## src/rtl/md5_pkg.sv

```systemverilog
// Shared MD5 constants, state encoding and message-schedule helper for the
// compression engine and its step datapath.
package md5_pkg;

    localparam logic [31:0] IV_A = 32'h67452301;
    localparam logic [31:0] IV_B = 32'hefcdab89;
    localparam logic [31:0] IV_C = 32'h98badcfe;
    localparam logic [31:0] IV_D = 32'h10325476;

    localparam logic [31:0] K [0:63] = '{
        32'hd76aa478, 32'he8c7b756, 32'h242070db, 32'hc1bdceee,
        32'hf57c0faf, 32'h4787c62a, 32'ha8304613, 32'hfd469501,
        32'h698098d8, 32'h8b44f7af, 32'hffff5bb1, 32'h895cd7be,
        32'h6b901122, 32'hfd987193, 32'ha679438e, 32'h49b40821,
        32'hf61e2562, 32'hc040b340, 32'h265e5a51, 32'he9b6c7aa,
        32'hd62f105d, 32'h02441453, 32'hd8a1e681, 32'he7d3fbc8,
        32'h21e1cde6, 32'hc33707d6, 32'hf4d50d87, 32'h455a14ed,
        32'ha9e3e905, 32'hfcefa3f8, 32'h676f02d9, 32'h8d2a4c8a,
        32'hfffa3942, 32'h8771f681, 32'h6d9d6122, 32'hfde5380c,
        32'ha4beea44, 32'h4bdecfa9, 32'hf6bb4b60, 32'hbebfbc70,
        32'h289b7ec6, 32'heaa127fa, 32'hd4ef3085, 32'h04881d05,
        32'hd9d4d039, 32'he6db99e5, 32'h1fa27cf8, 32'hc4ac5665,
        32'hf4292244, 32'h432aff97, 32'hab9423a7, 32'hfc93a039,
        32'h655b59c3, 32'h8f0ccc92, 32'hffeff47d, 32'h85845dd1,
        32'h6fa87e4f, 32'hfe2ce6e0, 32'ha3014314, 32'h4e0811a1,
        32'hf7537e82, 32'hbd3af235, 32'h2ad7d2bb, 32'heb86d391
    };

    // Rotate amounts, indexed [round][step mod 4].
    localparam logic [4:0] S [0:3][0:3] = '{
        '{5'd7, 5'd12, 5'd17, 5'd22},
        '{5'd5, 5'd9,  5'd14, 5'd20},
        '{5'd4, 5'd11, 5'd16, 5'd23},
        '{5'd6, 5'd10, 5'd15, 5'd21}
    };

    typedef enum logic [1:0] {
        ST_IDLE = 2'd0,
        ST_RUN  = 2'd1,
        ST_DONE = 2'd2
    } state_e;

    // Message word used by step j; all index arithmetic is mod 16.
    function automatic logic [3:0] msg_idx(input logic [5:0] j);
        logic [3:0] lo;
        logic [3:0] g;
        lo = j[3:0];
        case (j[5:4])
            2'd0:    g = lo;
            2'd1:    g = lo * 4'd5 + 4'd1;
            2'd2:    g = lo * 4'd3 + 4'd5;
            default: g = lo * 4'd7;
        endcase
        return g;
    endfunction

endpackage

```

## src/rtl/md5_step.sv

```systemverilog
// One combinational MD5 step: round function, four-input add, rotate and the
// (a,b,c,d) register rotation.
module md5_step
    import md5_pkg::*;
(
    input  logic [31:0] a_i,
    input  logic [31:0] b_i,
    input  logic [31:0] c_i,
    input  logic [31:0] d_i,
    input  logic [31:0] m_i,
    input  logic [31:0] k_i,
    input  logic [4:0]  s_i,
    input  logic [1:0]  round_i,
    output logic [31:0] a_o,
    output logic [31:0] b_o,
    output logic [31:0] c_o,
    output logic [31:0] d_o
);

    logic [31:0] w_f;
    logic [31:0] w_t;
    logic [63:0] w_rot64;

    always_comb begin
        w_f = '0;
        case (round_i)
            2'd0:    w_f = (b_i & c_i) | (~b_i & d_i);
            2'd1:    w_f = (b_i & d_i) | (c_i & ~d_i);
            2'd2:    w_f = b_i ^ c_i ^ d_i;
            default: w_f = c_i ^ (b_i | ~d_i);
        endcase
    end

    assign w_t = a_i + k_i + m_i + w_f;
    // Doubling the word turns the rotate into a plain shift of the upper half.
    assign w_rot64 = {w_t, w_t} << s_i;

    assign a_o = d_i;
    assign b_o = b_i + w_rot64[63:32];
    assign c_o = b_i;
    assign d_o = c_i;

endmodule

```

## src/rtl/md5_compress_engine.sv

```systemverilog
// MD5 compression engine: buffers one 512-bit block, runs 64 steps at
// STEPS_PER_CYCLE per clock and returns the chained 128-bit state.
module md5_compress_engine
    import md5_pkg::*;
#(
    parameter int N               = 32,
    parameter int STEPS_PER_CYCLE = 1
) (
    input  logic         clk_i,
    input  logic         rst_i,
    input  logic         blk_valid_i,
    output logic         blk_ready_o,
    input  logic [N-1:0] M_i [0:15],
    input  logic         init_i,
    output logic         dig_valid_o,
    input  logic         dig_ready_i,
    output logic [N-1:0] A_o,
    output logic [N-1:0] B_o,
    output logic [N-1:0] C_o,
    output logic [N-1:0] D_o,
    output logic         busy_o,
    output logic [1:0]   state_o
);

    localparam int SPC = STEPS_PER_CYCLE;
    localparam logic [5:0] LAST_STEP = 6'(64 - SPC);

    state_e       r_state;
    logic [5:0]   r_step;
    logic [N-1:0] r_m [0:15];
    logic [N-1:0] r_ha, r_hb, r_hc, r_hd;
    logic [N-1:0] r_a, r_b, r_c, r_d;
    logic [N-1:0] r_da, r_db, r_dc, r_dd;

    logic [N-1:0] w_a [0:SPC];
    logic [N-1:0] w_b [0:SPC];
    logic [N-1:0] w_c [0:SPC];
    logic [N-1:0] w_d [0:SPC];
    logic [N-1:0] w_base_a, w_base_b, w_base_c, w_base_d;

    assign w_a[0] = r_a;
    assign w_b[0] = r_b;
    assign w_c[0] = r_c;
    assign w_d[0] = r_d;

    for (genvar i = 0; i < SPC; i++) begin : g_step
        logic [5:0] w_j;
        assign w_j = r_step + 6'(i);
        md5_step u_step (
            .a_i     (w_a[i]),
            .b_i     (w_b[i]),
            .c_i     (w_c[i]),
            .d_i     (w_d[i]),
            .m_i     (r_m[msg_idx(w_j)]),
            .k_i     (K[w_j]),
            .s_i     (S[w_j[5:4]][w_j[1:0]]),
            .round_i (w_j[5:4]),
            .a_o     (w_a[i+1]),
            .b_o     (w_b[i+1]),
            .c_o     (w_c[i+1]),
            .d_o     (w_d[i+1])
        );
    end

    // The held digest doubles as chaining state; it resets to the IV.
    assign w_base_a = init_i ? IV_A : r_da;
    assign w_base_b = init_i ? IV_B : r_db;
    assign w_base_c = init_i ? IV_C : r_dc;
    assign w_base_d = init_i ? IV_D : r_dd;

    // Both ports use valid/ready: a transfer happens on a rising edge where
    // valid and ready are both high; the producer holds valid and data until then.
    always_ff @(posedge clk_i or negedge rst_i) begin
        if (!rst_i) begin
            r_state <= ST_IDLE;
            r_step  <= '0;
            r_m     <= '{default: '0};
            r_ha    <= IV_A;
            r_hb    <= IV_B;
            r_hc    <= IV_C;
            r_hd    <= IV_D;
            r_a     <= '0;
            r_b     <= '0;
            r_c     <= '0;
            r_d     <= '0;
            r_da    <= IV_A;
            r_db    <= IV_B;
            r_dc    <= IV_C;
            r_dd    <= IV_D;
        end else begin
            case (r_state)
                ST_IDLE: begin
                    if (blk_valid_i) begin
                        r_m     <= M_i;
                        r_ha    <= w_base_a;
                        r_hb    <= w_base_b;
                        r_hc    <= w_base_c;
                        r_hd    <= w_base_d;
                        r_a     <= w_base_a;
                        r_b     <= w_base_b;
                        r_c     <= w_base_c;
                        r_d     <= w_base_d;
                        r_step  <= '0;
                        r_state <= ST_RUN;
                    end
                end
                ST_RUN: begin
                    r_a    <= w_a[SPC];
                    r_b    <= w_b[SPC];
                    r_c    <= w_c[SPC];
                    r_d    <= w_d[SPC];
                    r_step <= r_step + 6'(SPC);
                    if (r_step == LAST_STEP) begin
                        r_da    <= r_ha + w_a[SPC];
                        r_db    <= r_hb + w_b[SPC];
                        r_dc    <= r_hc + w_c[SPC];
                        r_dd    <= r_hd + w_d[SPC];
                        r_state <= ST_DONE;
                    end
                end
                ST_DONE: begin
                    if (dig_ready_i) begin
                        r_state <= ST_IDLE;
                    end
                end
                default: r_state <= ST_IDLE;
            endcase
        end
    end

    assign blk_ready_o = (r_state == ST_IDLE);
    assign dig_valid_o = (r_state == ST_DONE);
    assign busy_o      = (r_state != ST_IDLE);
    assign state_o     = r_state;
    assign A_o         = r_da;
    assign B_o         = r_db;
    assign C_o         = r_dc;
    assign D_o         = r_dd;

endmodule

```

## config.mk

```make
export PLATFORM = sky130hd
export DESIGN_NAME = md5_compress_engine
export DESIGN_NICKNAME = d
export VERILOG_FILES = /design/src/rtl/md5_pkg.sv /design/src/rtl/md5_step.sv /design/src/rtl/md5_compress_engine.sv
export SDC_FILE = /design/constraint.sdc
export NUM_CORES = 2
export LEC_CHECK = 0
export ABC_AREA = 1
export CORE_ASPECT_RATIO = 0.6
export CORE_MARGIN = 2
export CORE_UTILIZATION = 40
export DETAILED_ROUTE_END_ITERATION = 16
export GPL_TIMING_DRIVEN = 0
export PLACE_DENSITY = 0.69
export RECOVER_POWER = 100
export REMOVE_ABC_BUFFERS = 1
export SLEW_MARGIN = 40
export SYNTH_ARGS = -nofsm -noshare
export SYNTH_HDL_FRONTEND = slang
export SYNTH_SLANG_ARGS = --single-unit
```

## constraint.sdc

```tcl
create_clock -name clk_i -period 10.2 [get_ports clk_i]
set_clock_uncertainty 0.2 [all_clocks]
set_input_delay 1.53 -clock clk_i [delete_from_list [all_inputs] [get_ports clk_i]]
set_output_delay 1.53 -clock clk_i [all_outputs]
set_load 0.01 [all_outputs]
```

; Word level (Yosys, flattened, before mapping)
; Memory sizes are Yosys's and may differ from the RTL's.
; Index checks and enable logic that the tools add are counted.
[totals]
ff_bits = 904
rom_bits = 2048
in_bits = 517
output_inout_bits = 133
wordCells = 113
n_memories = 1
[op_classes]
addsub = 11
multipliers = 3
order_cmp = 4
eq_ne = 8
n_shift = 1
muxes = 31
bitwise_logic = 16
reduce_logical = 8
[memory_table]
columns = name, depth, width, rd, rd_ports_with_merged_regs, wr, line_no
row1 = (name not given), 64, 32, 1, 0, 0, md5_compress_engine.sv:55  ; .k_i (K[w_j]),
[ops]
columns = cell, n
row1 = two-way mux 32 bit, 12
row2 = adder 32 bit, 8
row3 = one-hot mux 32 bit (2 select lines), 4
row4 = AND 32 bit, 4
row5 = binary-select mux 32 bit (select 4 bit), 1
row6 = OR 32 bit, 3
row7 = one-hot mux 32 bit (3 select lines), 1
row8 = XOR 32 bit, 3
row9 = NOT 32 bit, 2
row10 = << shifter 64 x 5 -> 64 bit, 1
row11 = binary-select mux 20 bit (select 2 bit), 1
row12 = two-way mux 20 bit, 2
row13 = one-hot mux 4 bit (3 select lines), 1
row14 = one-hot mux 6 bit (2 select lines), 1
row15 = binary-select mux 5 bit (select 2 bit), 1
row16 = two-way mux 5 bit, 2
row17 = "multiplier 4 x 3 -> 4 bit, second input constant", 2
row18 = "greater-or-equal comparator 7 bit, second input constant", 1
row19 = NOT 6 -> 7 bit, 1
row20 = "adder 6 x 1 -> 6 bit, second input constant", 1
row21 = "== test 6 bit, second input constant", 1
row22 = "greater-or-equal comparator 3 bit, second input constant", 2
row23 = two-way mux 2 bit, 3
row24 = two-way mux 6 bit, 1
row25 = 15 further kinds, 23

; Logic depth before layout (Yosys ltp)
[depth]
word_depth = 12
ltp_mapped = 67
ltp_nobuf = 63

; By module
; A second synthesis with hierarchy kept.
[hier_totals]
hier_cells = 9518
hier_area_um2 = 62765.2
[modules_own_cells]
columns = mod, instances, cells_per_inst, area_per_inst_um2, seq_area_each_um2
row1 = md5_compress_engine, 1, 7559, 52032.4, 22781.8
row2 = md5_step, 1, 1959, 10732.8, 0.0

; Least setup slack after synthesis
; No wires, ideal clock.
[synth_path]
path_type = reg-to-reg
from = register r_step[2]
to = register r_db[31] (netlist: B_o[31])
arrival_time_ns = 9.082
required_ns = 9.924
slack_ns = 0.842
stages_incl_launch_ff = 62
path_buffers = 4
synth_period_minus_slack_ns = 9.358
cell_sequence = dfrtp_1 > buf_6 > inv_8 > clkbuf_1 > fa_1 > inv_1 > ha_1 > xor2_1 > nand2_1 > nand2_1 > nor2_1 > nor2_1 > clkbuf_1 > clkbuf_1 > o221ai_1 > nand2_1 > inv_1 > fa_1 > [... 26 more ...] > o21ai_2 > a21boi_2 > o21ai_2 > a21oi_1 > o21ai_2 > nand2_1 > nand2_1 > xor2_1 > ha_1 > a21oi_1 > o21ai_0 > a221oi_1 > o211ai_1 > xor2_1 > inv_1 > nand3_1 > nand3_1 > nand2_1
[synth_via]
elab_chain_cells = 12
elab_cells_between_ends = 22
[synth_lines]
columns = element, line_no
row1 = start: declaration, md5_compress_engine.sv:29  ; logic [5:0] r_step;
row2 = start signal: assignment, md5_compress_engine.sv:112  ; r_step <= r_step + 6'(SPC);
row3 = multiplier 4 x 2 -> 4 bit or multiplier 4 x 3 -> 4 bit (tied branches), "md5_pkg.sv:51, md5_pkg.sv:50"
row4 = adder 4 x 3 -> 4 bit or adder 4 x 1 -> 4 bit (tied branches), "md5_pkg.sv:51, md5_pkg.sv:50"
row5 = one-hot mux 4 bit (3 select lines), md5_pkg.sv:48  ; case (j[5:4])
row6 = NOT 4 -> 5 bit (not written as such), md5_compress_engine.sv:54  ; .m_i (r_m[msg_idx(w_j)]),
row7 = binary-select mux 32 bit (select 4 bit), md5_compress_engine.sv:54
row8 = two-way mux 32 bit (not written as such) (2 in a row), md5_compress_engine.sv:54
row9 = adder 32 bit (2 in a row), md5_step.sv:34  ; assign w_t = a_i + k_i + m_i + w_f;
row10 = << shifter 64 x 5 -> 64 bit, md5_step.sv:36  ; assign w_rot64 = {w_t, w_t} << s_i;
row11 = adder 32 bit, md5_step.sv:39  ; assign b_o = b_i + w_rot64[63:32];
row12 = adder 32 bit, md5_compress_engine.sv:115  ; r_db <= r_hb + w_b[SPC];
row13 = end signal: assignment, md5_compress_engine.sv:115
row14 = end: declaration, md5_compress_engine.sv:33  ; logic [N-1:0] r_da, r_db, r_dc, r_dd;
; Parallel ways exist; a longest one is shown, timed or not. The select of a mux whose other input is x is not followed.
; A chain may end at the register's enable or synchronous reset.

; Worst setup path in the final report
[layout_path]
from = register r_step[4]
to = register r_db[31] (netlist: B_o[31])
[layout_via]
elab_chain_cells = 11
elab_cells_between_ends = 28
[layout_lines]
columns = element
row1 = branches (longest 11 deep; another with memory (64 x 32 bit))
; Several ways; the timed one is not identified. The select of a mux whose other input is x is not followed.

==> metrics <==
area enclosed by the die boundary=0.145 sq mm; global router's overall resource usage=34.6%; WHS Endpoint=r_hc[27]$_DFFE_PN1P_; classification of the worst-slack hold path=reg -> reg; final HPWL from detailed placement=178000 um; quantity of I/O buffers inserted on ports=roughly 650; time the worst path needs with I/O delays and setup=10200 ps; Root Buffer=clkbuf_16; residual overflow from global routing=0; via count of the routed design=approximately 60000; start of the worst register-to-register path=r_step[4]$_DFFE_PN0P_; number of sinks driven by the clock tree=904; average instance area after synthesis=~7.3 sq um; Setup-failing EPs final=1; result of the run=finished with violations; crit path DAT=approximately 11000 ps; y dimension of the die=296 um; number of rows in the core area=107; buffers from clock root to sink, at most=3; capture point of the worst reg-to-reg path=B_o[31]$_DFFE_PN1P_; total number of H-tree levels=3; Layout area overhead=32.8%; Relative slew margins=-309%; slack of the critical path=-2.22 ps; total stage count of the critical path=56; number of register bits inferred by synthesis=904; insertion delay to the later sink of the worst-skew pair=around 740 ps; TritonCTS clock tree=built; average detailed-routed wire length per instance=between 20 and 30 um; HP Start=r_hc[27]$_DFFE_PN1P_; Starting Density=about two fifths; maximum fanout count along the critical path=24; Worst Reg-to-Reg Cells=56; CP startpoint kind=register; count of non-filler cells in the finished layout=10465; startpoint-to-endpoint class of the critical path=reg -> reg; internal reg-to-reg setup slack=-2 ps; Net count, final=9241; Remaining DRCs=0; register clock-pin slew on the reported worst setup and hold paths=70 ps; global placer's final weighted congestion=1.00; violations in the final reports=capacitance limit, slew limit, setup timing; delay-heaviest family, CP=compound AO/OA/AOI/OAI gates; number of enable flip-flop cells after synthesis=0; Filler Cells Inserted=13399; final max-slew violation count=a little under 900; post-synthesis cell count=approximately 7700; I/O pins=650; max-cap viol count=12; width of the chip=490 um; pin count of the biggest net entering global routing=105; yosys warns=0; number of iterations in the first detailed-routing pass=8; most used flip-flop cell after synthesis=dfrtp_1; Distinct cells, synth=71; wire length of the first global-routing pass=377000 um; Std-Cell Core Area=0.141 sq mm; number of DRC markers in iteration 0=7333; area of combinational cells with multiple inputs=0.0331 sq mm; number of antenna violations at the first check in global routing=62; endpoint kind of the worst setup timing path=register; number of nets with antenna violations after detailed routing=0; Least-Margin Pin Slew=6130 ps; via count of the first global-routing pass=56427; post-synth design cell area=0.0568 sq mm; largest stage delay on the critical path=550 ps; number of stages on the worst hold path=2; share of layout cells above drive strength 1=13.8%; routed via count divided by cell count=approximately 5.8; number of CTS-inserted buffers=between 90 and 100; Seq. cell area=0.0228 sq mm; sequential cell area fraction in the yosys report=40.1%; total buffers and inverters traversed by the critical path=17; Max stage delay cell, worst path=fa_1; unrepaired setup endpoints after global routing=yes; routed wire length=262000 um; Placed Cells incl. Taps=9969; number of hold buffers added after CTS=0; summed negative setup slack over all endpoints=-2.22 ps; number of hold violations in the final report=0; Fmax=0.0980 GHz; Tcrit/Tclk final=100%; share of flip-flops with an asynchronous set or reset after synthesis=100%; required arrival time at the worst endpoint=10680 ps
==> cell usage in the layout, fill, tap and decap left out, drive strengths merged, types with 47 or more instances in the layout <==
cell | netlist | layout
nand2 | 2792 | 2798
dfrtp | 776 | 776
o21ai | 691 | 691
inv | 615 | 616
clkdlybuf4s50 | 0 | 608
a21oi | 601 | 601
nand3 | 348 | 348
nor2 | 319 | 320
buf | 76 | 299
ha | 228 | 228
clkbuf | 331 | 153
dfstp | 128 | 128
o211ai | 115 | 115
o221ai | 115 | 115
nor3 | 91 | 91
fa | 70 | 70
xor2 | 63 | 63
diode | 0 | 53
xnor2 | 50 | 50
a31oi | 47 | 47
==> synthesized netlist by cell type (all sizes together) (115+ instances only) <==
cell type	number	area share (%)
a21oi	601	5.4
clkbuf	331	2.2
dfrtp	776	34
dfstp	128	5.9
ha	228	5.0
inv	615	4.1
nand2	2792	19
nand3	348	3.1
nor2	319	2.1
o211ai	115	1.5
o21ai	691	6.2
o221ai	115	1.8
==> tightest hold or removal path, cell delays in order, from the launching register on <==
cell	delay [ps]
dfstp_2	370
nand2_1	50
nand2_1	50
==> layer usage <==
metal / up-vias / track usage, % / wire length, um
li1: 27112 / - / -
met1: 29446 / 51.8 / 117000
met2: 3321 / 47.3 / 105000
met3: 433 / 9.73 / 31500
met4: 8 / 11.2 / 7830
met5: - / 0 / 55
==> cell families after synthesis <==
group / after synthesis / share of synthesized area [%]
AO/OA/AOI/OAI: 1757 / 18.0
AND/OR/NAND/NOR: 3634 / 25.5
adder cells (fa/ha/maj): 298 / 7.49
buffers and inverters: 1027 / 7.00
XOR/XNOR: 113 / 1.74
flip-flops: 904 / 40.1
multiplexers: 5 / 0.0882
==> state kept, by name (all words and copies together) (netlist names) <==
signal	flops
r_a	32
r_c	32
r_b	32
r_hb	32
r_hd	32
A_o	32
D_o	32
r_hc	32
C_o	32
r_ha	32
r_d	32
state_o	2
r_step	6
r_m	512
B_o	32
==> cell type report <==
cell class / count / share of cell area, %
Multi-Input combinational cell: 5814 / 43.9
Sequential cell: 904 / 30.2
Timing Repair Buffer: 986 / 14.8
Clock buffer: 125 / 3.53
Inverter: 620 / 3.33
Tap cell: 1907 / 3.16
Clock inverter: 51 / 0.803
Antenna cell: 53 / 0.176
Timing Repair inverter: 5 / 0.0813
==> per-stage QoR <==
stage	hold WS (ps)	setup WS [ps]	cell area, sq um	util, %
4_1_cts	270	-13.4	72700	51.4
3_3_place_gp	256	-59220	64000	45.3
2_1_floorplan	244	-19130	55100	-
3_5_place_dp	258	-3400	66200	46.8
6_report	269	-2.22	75400	53.3
5_1_grt	276	-272	75400	53.3
==> repair_timing <==
action                     in CTS  in global routing
gates cloned                   36                 12
setup endpoints to repair      59                 17
setup buffers                 112                110
gates resized for setup       305                417
pin swaps                      93                140
==> worst max-delay path by stage <==
stage	startpoint	endpoint	slack, ps
2_1_floorplan	blk_valid_i	r_b[25]$_DFFE_PN0P_	-19130
3_3_place_gp	blk_valid_i	r_b[29]$_DFFE_PN0P_	-59220
3_5_place_dp	r_step[5]$_DFFE_PN0P_	B_o[31]$_DFFE_PN1P_	-3400
4_1_cts	r_step[4]$_DFFE_PN0P_	B_o[31]$_DFFE_PN1P_	-10
5_1_grt	r_step[4]$_DFFE_PN0P_	B_o[31]$_DFFE_PN1P_	-270
6_report	r_step[4]$_DFFE_PN0P_	B_o[31]$_DFFE_PN1P_	-2
Power is not shown: default switching activity piles up to over one toggle a cycle in this logic, so the estimate is an artifact.
